### config.mk
export PLATFORM = sky130hd
export DESIGN_NAME = mem_arbiter
export DESIGN_NICKNAME = d
export VERILOG_FILES = /design/src/rtl/mem_arbiter.sv
export SDC_FILE = /design/constraint.sdc
export NUM_CORES = 1
export LEC_CHECK = 0
export CAP_MARGIN = 40
export CORE_MARGIN = 2
export CORE_UTILIZATION = 25
export DETAILED_ROUTE_END_ITERATION = 8
export DONT_BUFFER_PORTS = 1
export SLEW_MARGIN = 15
export SYNTH_ARGS = -nofsm -noshare
export SYNTH_HDL_FRONTEND = slang
export SYNTH_SLANG_ARGS = --single-unit
### constraint.sdc
create_clock -name clk -period 12.1 [get_ports clk]
set_clock_uncertainty 0.2 [all_clocks]
set_input_delay 0.605 -clock clk [delete_from_list [all_inputs] [get_ports clk]]
set_output_delay 0.605 -clock clk [all_outputs]
set_load 0.1 [all_outputs]
### src/rtl/mem_arbiter.sv
// ---------------------------------------------------------------------------
// mem_arbiter
//
// Shares one single-ported unified memory between the fetch stage
// (instruction reads) and the memory stage (data loads/stores).
// Data accesses win arbitration unless fetch has been passed over
// STARVE_LIMIT times in a row. A watchdog aborts any grant that sees no
// m_ack within TIMEOUT cycles; the aborted requester still gets its ready
// pulse, with zero data and err set.
//
// Handshakes:
//   requester side: *_req is raised and held until the matching *_ready
//     one-cycle pulse; *_rdata is valid only in the ready cycle.
//   memory side: m_req with stable m_we/m_addr/m_wdata/m_be is held until
//     a one-cycle m_ack; m_rdata is sampled with m_ack.
//
// Ports:
//   clk, rst                      clock, asynchronous active-high reset
//   if_req, if_addr               fetch request / byte address
//   if_rdata, if_ready            fetch response data / completion pulse
//   d_req, d_we, d_addr,
//   d_wdata, d_be                 data request, store flag, address, data, byte enables
//   d_rdata, d_ready              data response / completion pulse
//   m_req, m_we, m_addr,
//   m_wdata, m_be                 memory request bus
//   m_rdata, m_ack                memory response
//   err                           abort indication, only with a ready pulse
// ---------------------------------------------------------------------------
module mem_arbiter #(
    parameter int DATA_WIDTH   = 32,
    parameter int STARVE_LIMIT = 4,
    parameter int TIMEOUT      = 64
) (
    input  logic                  clk,
    input  logic                  rst,
    input  logic                  if_req,
    input  logic [DATA_WIDTH-1:0] if_addr,
    output logic [DATA_WIDTH-1:0] if_rdata,
    output logic                  if_ready,
    input  logic                  d_req,
    input  logic                  d_we,
    input  logic [DATA_WIDTH-1:0] d_addr,
    input  logic [DATA_WIDTH-1:0] d_wdata,
    input  logic [3:0]            d_be,
    output logic [DATA_WIDTH-1:0] d_rdata,
    output logic                  d_ready,
    output logic                  m_req,
    output logic                  m_we,
    output logic [DATA_WIDTH-1:0] m_addr,
    output logic [DATA_WIDTH-1:0] m_wdata,
    output logic [3:0]            m_be,
    input  logic [DATA_WIDTH-1:0] m_rdata,
    input  logic                  m_ack,
    output logic                  err
);

    typedef enum logic [1:0] {
        IDLE  = 2'd0,
        GNT_I = 2'd1,
        GNT_D = 2'd2,
        RESP  = 2'd3
    } state_t;

    localparam logic [3:0] STARVE_MAX = 4'(STARVE_LIMIT);
    localparam logic [7:0] WD_LAST    = 8'(TIMEOUT - 1);

    state_t                state_q, state_d;
    logic [3:0]            starve_cnt_q, starve_cnt_d;
    logic [7:0]            wd_cnt_q, wd_cnt_d;
    logic                  abort_q, abort_d;
    // Remembers which requester owns the current transaction so RESP
    // can steer the ready pulse after the GNT_x state is gone.
    logic                  gnt_data_q, gnt_data_d;
    logic                  we_q, we_d;
    logic [DATA_WIDTH-1:0] addr_q, addr_d;
    logic [DATA_WIDTH-1:0] wdata_q, wdata_d;
    logic [3:0]            be_q, be_d;
    logic [DATA_WIDTH-1:0] if_rdata_q, if_rdata_d;
    logic [DATA_WIDTH-1:0] d_rdata_q, d_rdata_d;

    always_ff @(posedge clk or posedge rst) begin
        if (rst) begin
            state_q      <= IDLE;
            starve_cnt_q <= '0;
            wd_cnt_q     <= '0;
            abort_q      <= 1'b0;
            gnt_data_q   <= 1'b0;
            we_q         <= 1'b0;
            addr_q       <= '0;
            wdata_q      <= '0;
            be_q         <= '0;
            if_rdata_q   <= '0;
            d_rdata_q    <= '0;
        end else begin
            state_q      <= state_d;
            starve_cnt_q <= starve_cnt_d;
            wd_cnt_q     <= wd_cnt_d;
            abort_q      <= abort_d;
            gnt_data_q   <= gnt_data_d;
            we_q         <= we_d;
            addr_q       <= addr_d;
            wdata_q      <= wdata_d;
            be_q         <= be_d;
            if_rdata_q   <= if_rdata_d;
            d_rdata_q    <= d_rdata_d;
        end
    end

    always_comb begin
        state_d      = state_q;
        starve_cnt_d = starve_cnt_q;
        wd_cnt_d     = wd_cnt_q;
        abort_d      = abort_q;
        gnt_data_d   = gnt_data_q;
        we_d         = we_q;
        addr_d       = addr_q;
        wdata_d      = wdata_q;
        be_d         = be_q;
        if_rdata_d   = if_rdata_q;
        d_rdata_d    = d_rdata_q;

        unique case (state_q)
            IDLE: begin
                // Data wins unless fetch is also waiting and has already
                // been passed over STARVE_LIMIT times.
                if (d_req && !(if_req && (starve_cnt_q == STARVE_MAX))) begin
                    state_d    = GNT_D;
                    gnt_data_d = 1'b1;
                    we_d       = d_we;
                    addr_d     = d_addr;
                    wdata_d    = d_wdata;
                    be_d       = d_be;
                    if (!if_req) begin
                        starve_cnt_d = '0;
                    end else if (starve_cnt_q != STARVE_MAX) begin
                        starve_cnt_d = starve_cnt_q + 4'd1;
                    end
                end else if (if_req) begin
                    state_d      = GNT_I;
                    gnt_data_d   = 1'b0;
                    we_d         = 1'b0;
                    addr_d       = if_addr;
                    wdata_d      = '0;
                    be_d         = 4'hF;
                    starve_cnt_d = '0;
                end
            end
            GNT_I, GNT_D: begin
                // An ack in the timeout cycle takes precedence over the abort.
                if (m_ack) begin
                    state_d = RESP;
                    if (gnt_data_q) d_rdata_d  = m_rdata;
                    else            if_rdata_d = m_rdata;
                end else if (wd_cnt_q == WD_LAST) begin
                    state_d = RESP;
                    abort_d = 1'b1;
                    if (gnt_data_q) d_rdata_d  = '0;
                    else            if_rdata_d = '0;
                end else begin
                    wd_cnt_d = wd_cnt_q + 8'd1;
                end
            end
            RESP: begin
                state_d  = IDLE;
                wd_cnt_d = '0;
                abort_d  = 1'b0;
            end
            default: state_d = IDLE;
        endcase
    end

    // Everything below decodes registered state only, so an asynchronous
    // reset forces m_req and both ready pulses low immediately.
    assign m_req    = (state_q == GNT_I) || (state_q == GNT_D);
    assign m_we     = we_q;
    assign m_addr   = addr_q;
    assign m_wdata  = wdata_q;
    assign m_be     = be_q;
    assign if_ready = (state_q == RESP) && !gnt_data_q;
    assign d_ready  = (state_q == RESP) && gnt_data_q;
    assign err      = (state_q == RESP) && abort_q;
    assign if_rdata = if_rdata_q;
    assign d_rdata  = d_rdata_q;

endmodule
---- After elaboration in Yosys (flattened, before gate mapping) ----
Cells that the tools add are included.
storage, ports and cells
  logic and storage cells ................. 78
  register bits ........................... 149
  input port bits ......................... 138
operators by class
  bitwise logic cells ..................... 1
  mux-type cells .......................... 32
  equal/unequal tests ..................... 12
  add/subtract/negate cells ............... 2
  reduce and logical (&&, ||, !) cells .... 20
operator list
  cell                                                                     count
  32-bit two-way mux                                                       12
  4-bit two-way mux                                                        6
  8-bit two-way mux                                                        2
  8-bit one-hot mux with 2 select lines                                    1
  3-bit AND reduction                                                      5
  8-bit by 1-bit adder with 8-bit output, second input constant            1
  8-bit by 6-bit == test with 1-bit output, second input constant          1
  2-bit two-way mux                                                        4
  2-bit inequality test, second input constant                             3
  3-bit inequality test, second input constant                             2
  2-bit one-hot mux with 3 select lines                                    1
  2-bit nonzero test                                                       3
  1-bit logical AND                                                        5
  1-bit two-way mux                                                        5
  4-bit by 1-bit adder with 4-bit output, second input constant            1
  2-bit == test, second input constant                                     2
  4-bit by 3-bit == test with 1-bit output, second input constant          1
  4-bit by 3-bit inequality test with 1-bit output, second input constant  1
  2-bit AND reduction                                                      2
  3-bit by 2-bit inequality test with 1-bit output, second input constant  1
  2-bit by 1-bit == test with 1-bit output, second input constant          1
  1-bit zero test                                                          2
  2-bit zero test                                                          1
  1-bit one-hot mux with 2 select lines                                    1
  3 further kinds                                                          3

---- Depth between registers and ports, before layout ----
  depth after elaboration ................. 6
  depth in mapped cells ................... 8
  mapped depth without buffers ............ 6

---- Worst setup path after synthesis ----
Ideal clock, no wire load.
  path type ............................... register to register
  start ................................... register state_q[0]
  end ..................................... register if_rdata_q[0], in the netlist if_rdata[0]
  library setup time ...................... 122 ps
  clock period less this slack ............ 2860 ps
  data required time ...................... 11778 ps
  setup slack ............................. 9240 ps
  arrival ................................. 2538 ps
  stages on the path, launching flop included .. 8
  cells stage by stage .................... dfrtp_1 inv_1 ha_1 inv_1 or3_1 buf_6 buf_8 a22o_1
between the ends
  word-level cells in the longest chain between the ends .. 3
  elaborated cells between the ends (all ways) .. 4
RTL lines
  item                                                                              RTL line  RTL
  from (decl)                                                                       67        state_t state_q, state_d;
  from (signal assigned)                                                            95        state_q <= state_d;
  2-bit by 1-bit == test with 1-bit output / 2-bit == test (equally long branches)  122       unique case (state_q)
  2-bit OR reduction (*)                                                            122
  3-bit AND reduction (no line) (*)                                                 n/a
  to (signal assigned)                                                              104       if_rdata_q <= if_rdata_d;
  to (decl)                                                                         78        logic [DATA_WIDTH-1:0] if_rdata_q, if_rdata_d;
Every way passes the cells marked *; elsewhere a longest branch is shown, timed or not.
A chain may end at the register's enable or synchronous reset.

---- Worst setup path in the final report ----
  start ................................... register wd_cnt_q[0]
  end ..................................... register d_rdata_q[20], in the netlist d_rdata[20]
between the ends
  word-level cells in the longest chain between the ends .. 3
RTL lines
  item                                      RTL line  RTL
  from (decl)                               69        logic [7:0] wd_cnt_q, wd_cnt_d;
  from (signal assigned)                    97        wd_cnt_q <= wd_cnt_d;
  8-bit by 6-bit == test with 1-bit output  154       end else if (wd_cnt_q == WD_LAST) begin
  2-bit nonzero test (no line)              n/a
  3-bit AND reduction (no line)             n/a
  to (signal assigned)                      105       d_rdata_q <= d_rdata_d;
  to (decl)                                 79        logic [DATA_WIDTH-1:0] d_rdata_q, d_rdata_d;
Every way passes these cells.

==> flow_summary_export.csv <==
group,metric,value,unit
run_status,outcome,"complete, no violations",
drt,drtPass1Iterations,4,
timing,worst_slew_pin_slew,925.0,ps
finish,utilization,0.4585,
clock_network,post_cts_buffers,0,
setup_path,cp_top_family,"simple AND/OR/NAND/NOR gates",
floorplanning,rows,56,
setup_path,path_class,"reg2reg",
drt,wl_per_cell,18.04,µm
clock_network,cts.sinks,149,
timing,fin_tns_setup,0,ps
placed_design,placed_cell_area,0.009736,mm²
logic_synthesis,synthFlopType,"dfrtp_1",
logic_synthesis,yosys_warnings,0,
logic_synthesis,synth_edf_count,0,
clock_network,cts_made_buffers,17,
setup_path,required,12180,ps
global_route,grt_pass1_vias,5290,
floorplanning,io_pins,275,
timing,fmax,0.3578,GHz
setup_path,worst-path-buf-inv,0,
timing,final.min_clock_period,2794,ps
setup_path,startpoint,"wd_cnt_q[0]",
worst_hold_path,hp-class,"in2reg",
drt,via_per_inst,4.749,
setup_path,start_kind,"register",
clock_network,cts_buffer_depth,2,
timing,rsz0062_at_grt,"no",
global_route,grt-ovfl-total,0,
setup_path,cpPeakStageDelay,640,ps
clock_network,cts_tree,"done",
logic_synthesis,synthArstFlopShare,1.000,
drt,drt_iter0_drc,350,
finish,fillCellCount,2032,
global_route,grt_use_total,0.1506,
logic_synthesis,yosysUniqueCellTypes,44,
timing,max_slew_margin,0.3833,
setup_path,critPathSlowestCell,"nand3_2",
setup_path,timing.rr.end,"d_rdata[20]",
placed_design,gp_congestion,0.7571,
logic_synthesis,synth_area,0.006010,mm²
placed_design,portBuffers,0,
finish,drive_gt1_frac,0.2294,
worst_hold_path,whs_endpoint,"d_rdata[27]",
timing,slew_viol_final,0,
floorplanning,fp.dieH,159.0,µm
finish,area_growth,79.62,%
clock_network,htree_levels,4,
setup_path,r2r_cells,5,
clock_network,clockRootBuffer,"clkbuf_16",
timing,setup_viol,0,
setup_path,cp_cell_sequence,"ha_1, nor3b_4, a21o_1, nand3_2, a22o_1",
logic_synthesis,synth_nets,663,
logic_synthesis,ys_seq_elements,149,
drt,ant_nets,0,
clock_network,clk_pin_slew,70,ps
drt,drc,0,
setup_path,cp-end-kind,"register",
worst_hold_path,whs_path_depth,1,
timing,worst_hold_slack,122.0,ps
finish,final_nets,895,
floorplanning,dieArea,0.02529,mm²
setup_path,critPathMaxFanout,32,
global_route,grt_antenna_before_repair,0,
setup_path,worstPathArrival,2880,ps
floorplanning,die_w,159.0,µm
global_route,grt_max_degree,81,
logic_synthesis,syn-instance-count,519,
placed_design,hpwlAfterDp,13.69,mm
logic_synthesis,synth_area_per_cell,11.58,µm²
drt,vias,5143,
logic_synthesis,synth-seq-area-share,0.6204,
finish,layout_common_cells,"dfrtp_1, buf_16, a22o_1",
timing,hold_violations,0,
finish,post-route-cell-area,0.01079,mm²
drt,routed_wl,19.53,mm
worst_hold_path,min_from,"m_rdata[27]",
finish,final_common_cell,"dfrtp_1",
clock_network,ctsResizeCount,0,
timing,min_period_over_period,0.2309,
setup_path,rrSetupSlack,9310,ps
global_route,grt_pass1_wl,30.31,mm
run,maxCapViolations,0,
floorplanning,initial_core_util,0.2553,
clock_network,worstSkewPairLatency,410,ps
setup_path,r2r_start,"wd_cnt_q[0]",
floorplanning,core,0.02354,mm²
==> layout make-up <==
cell class	count	area (µm²)	share of cell area
repair buffers	253	3949	0.3658
clock buffers	17	425.4	0.03941
clock inverters	14	190.2	0.01762
diodes	1	2.502	0.0002318
inverters	10	42.54	0.003941
multi-input cells	320	2057	0.1906
well taps	319	399.1	0.03698
flip-flops and latches	149	3729	0.3454
==> registers in the layout, indices dropped and copies added (netlist names) <==
| signal | cells |
|---|---|
| d_rdata | 32 |
| if_rdata | 32 |
| m_addr | 32 |
| m_wdata | 32 |
| wd_cnt_q | 8 |
| m_be | 4 |
| starve_cnt_q | 4 |
| state_q | 2 |
| abort_q | 1 |
| gnt_data_q | 1 |
| m_we | 1 |
==> synthesized netlist by cell type (2+ instances only) <==
master    instances  share of area
inv_1             9         0.0056
a21oi_1           2         0.0017
clkbuf_1         29          0.018
nand2_1          79          0.049
and2_1            3         0.0031
dfrtp_1         149           0.62
xnor2_1           2         0.0029
nand3_1          13          0.011
o211ai_1          2         0.0025
or4_1             2         0.0025
ha_1              6          0.012
a22o_1           97           0.14
a31oi_1          35          0.036
buf_2             6         0.0050
o311ai_0          3         0.0044
buf_8             3         0.0075
and3_1            2         0.0021
o22a_1            5         0.0073
a21o_1            2         0.0025
nor2_1           37          0.023
nor4_1            3         0.0031
o21ai_0           8         0.0067
==> worst reg2reg max path, stage by stage, from the launching register on <==
cell	delay, ps
dfrtp_1	420
ha_1	250
nor3b_4	270
a21o_1	380
nand3_2	640
a22o_1	510
==> repair_timing <==
action                                 in CTS  in global routing
hold buffers                                1                  0
setup endpoints to repair                   0                  0
endpoints found under the hold margin      14                  0
==> cells by family after synthesis <==
| family | share of synthesized area |
|---|---|
| AND/OR/NAND/NOR | 0.1083 |
| buffers and inverters | 0.03997 |
| adder cells (fa/ha/maj) | 0.01249 |
| AO/OA/AOI/OAI | 0.2128 |
| flip-flops | 0.6204 |
| multiplexers | 0.001666 |
| XOR/XNOR | 0.004373 |
==> layer usage <==
layer / up-vias / GRT usage / part of all wire / routed length (µm)
met5: - / 0 / 0 / 0
met4: 0 / 0.04132 / 0.014 / 280
met3: 20 / 0.05418 / 0.081 / 1573
met2: 238 / 0.2587 / 0.51 / 9894
met1: 2518 / 0.1783 / 0.40 / 7787
li1: 2367 / - / - / -
==> stage by stage <==
| stage | setup WS (ps) | cells |
|---|---|---|
| floorplan | 7287 | 519 |
| global placement | 9456 | 807 |
| detailed placement | 9351 | 1015 |
| CTS | 9341 | 1047 |
| global route | 9103 | 1082 |
| finish | 9306 | 1083 |
==> worst max path at each step <==
stage / to / depth (start not counted)
after floorplan: abort_q / 1
after global placement: d_rdata[15] / 5
after detailed placement: d_rdata[20] / 5
after CTS: d_rdata[20] / 5
after global routing: d_rdata[20] / 5
final: d_rdata[20] / 5
Power is left out: the tool's default activity adds up to more than one toggle a clock period on the data nets, which glitch-free logic cannot reach.
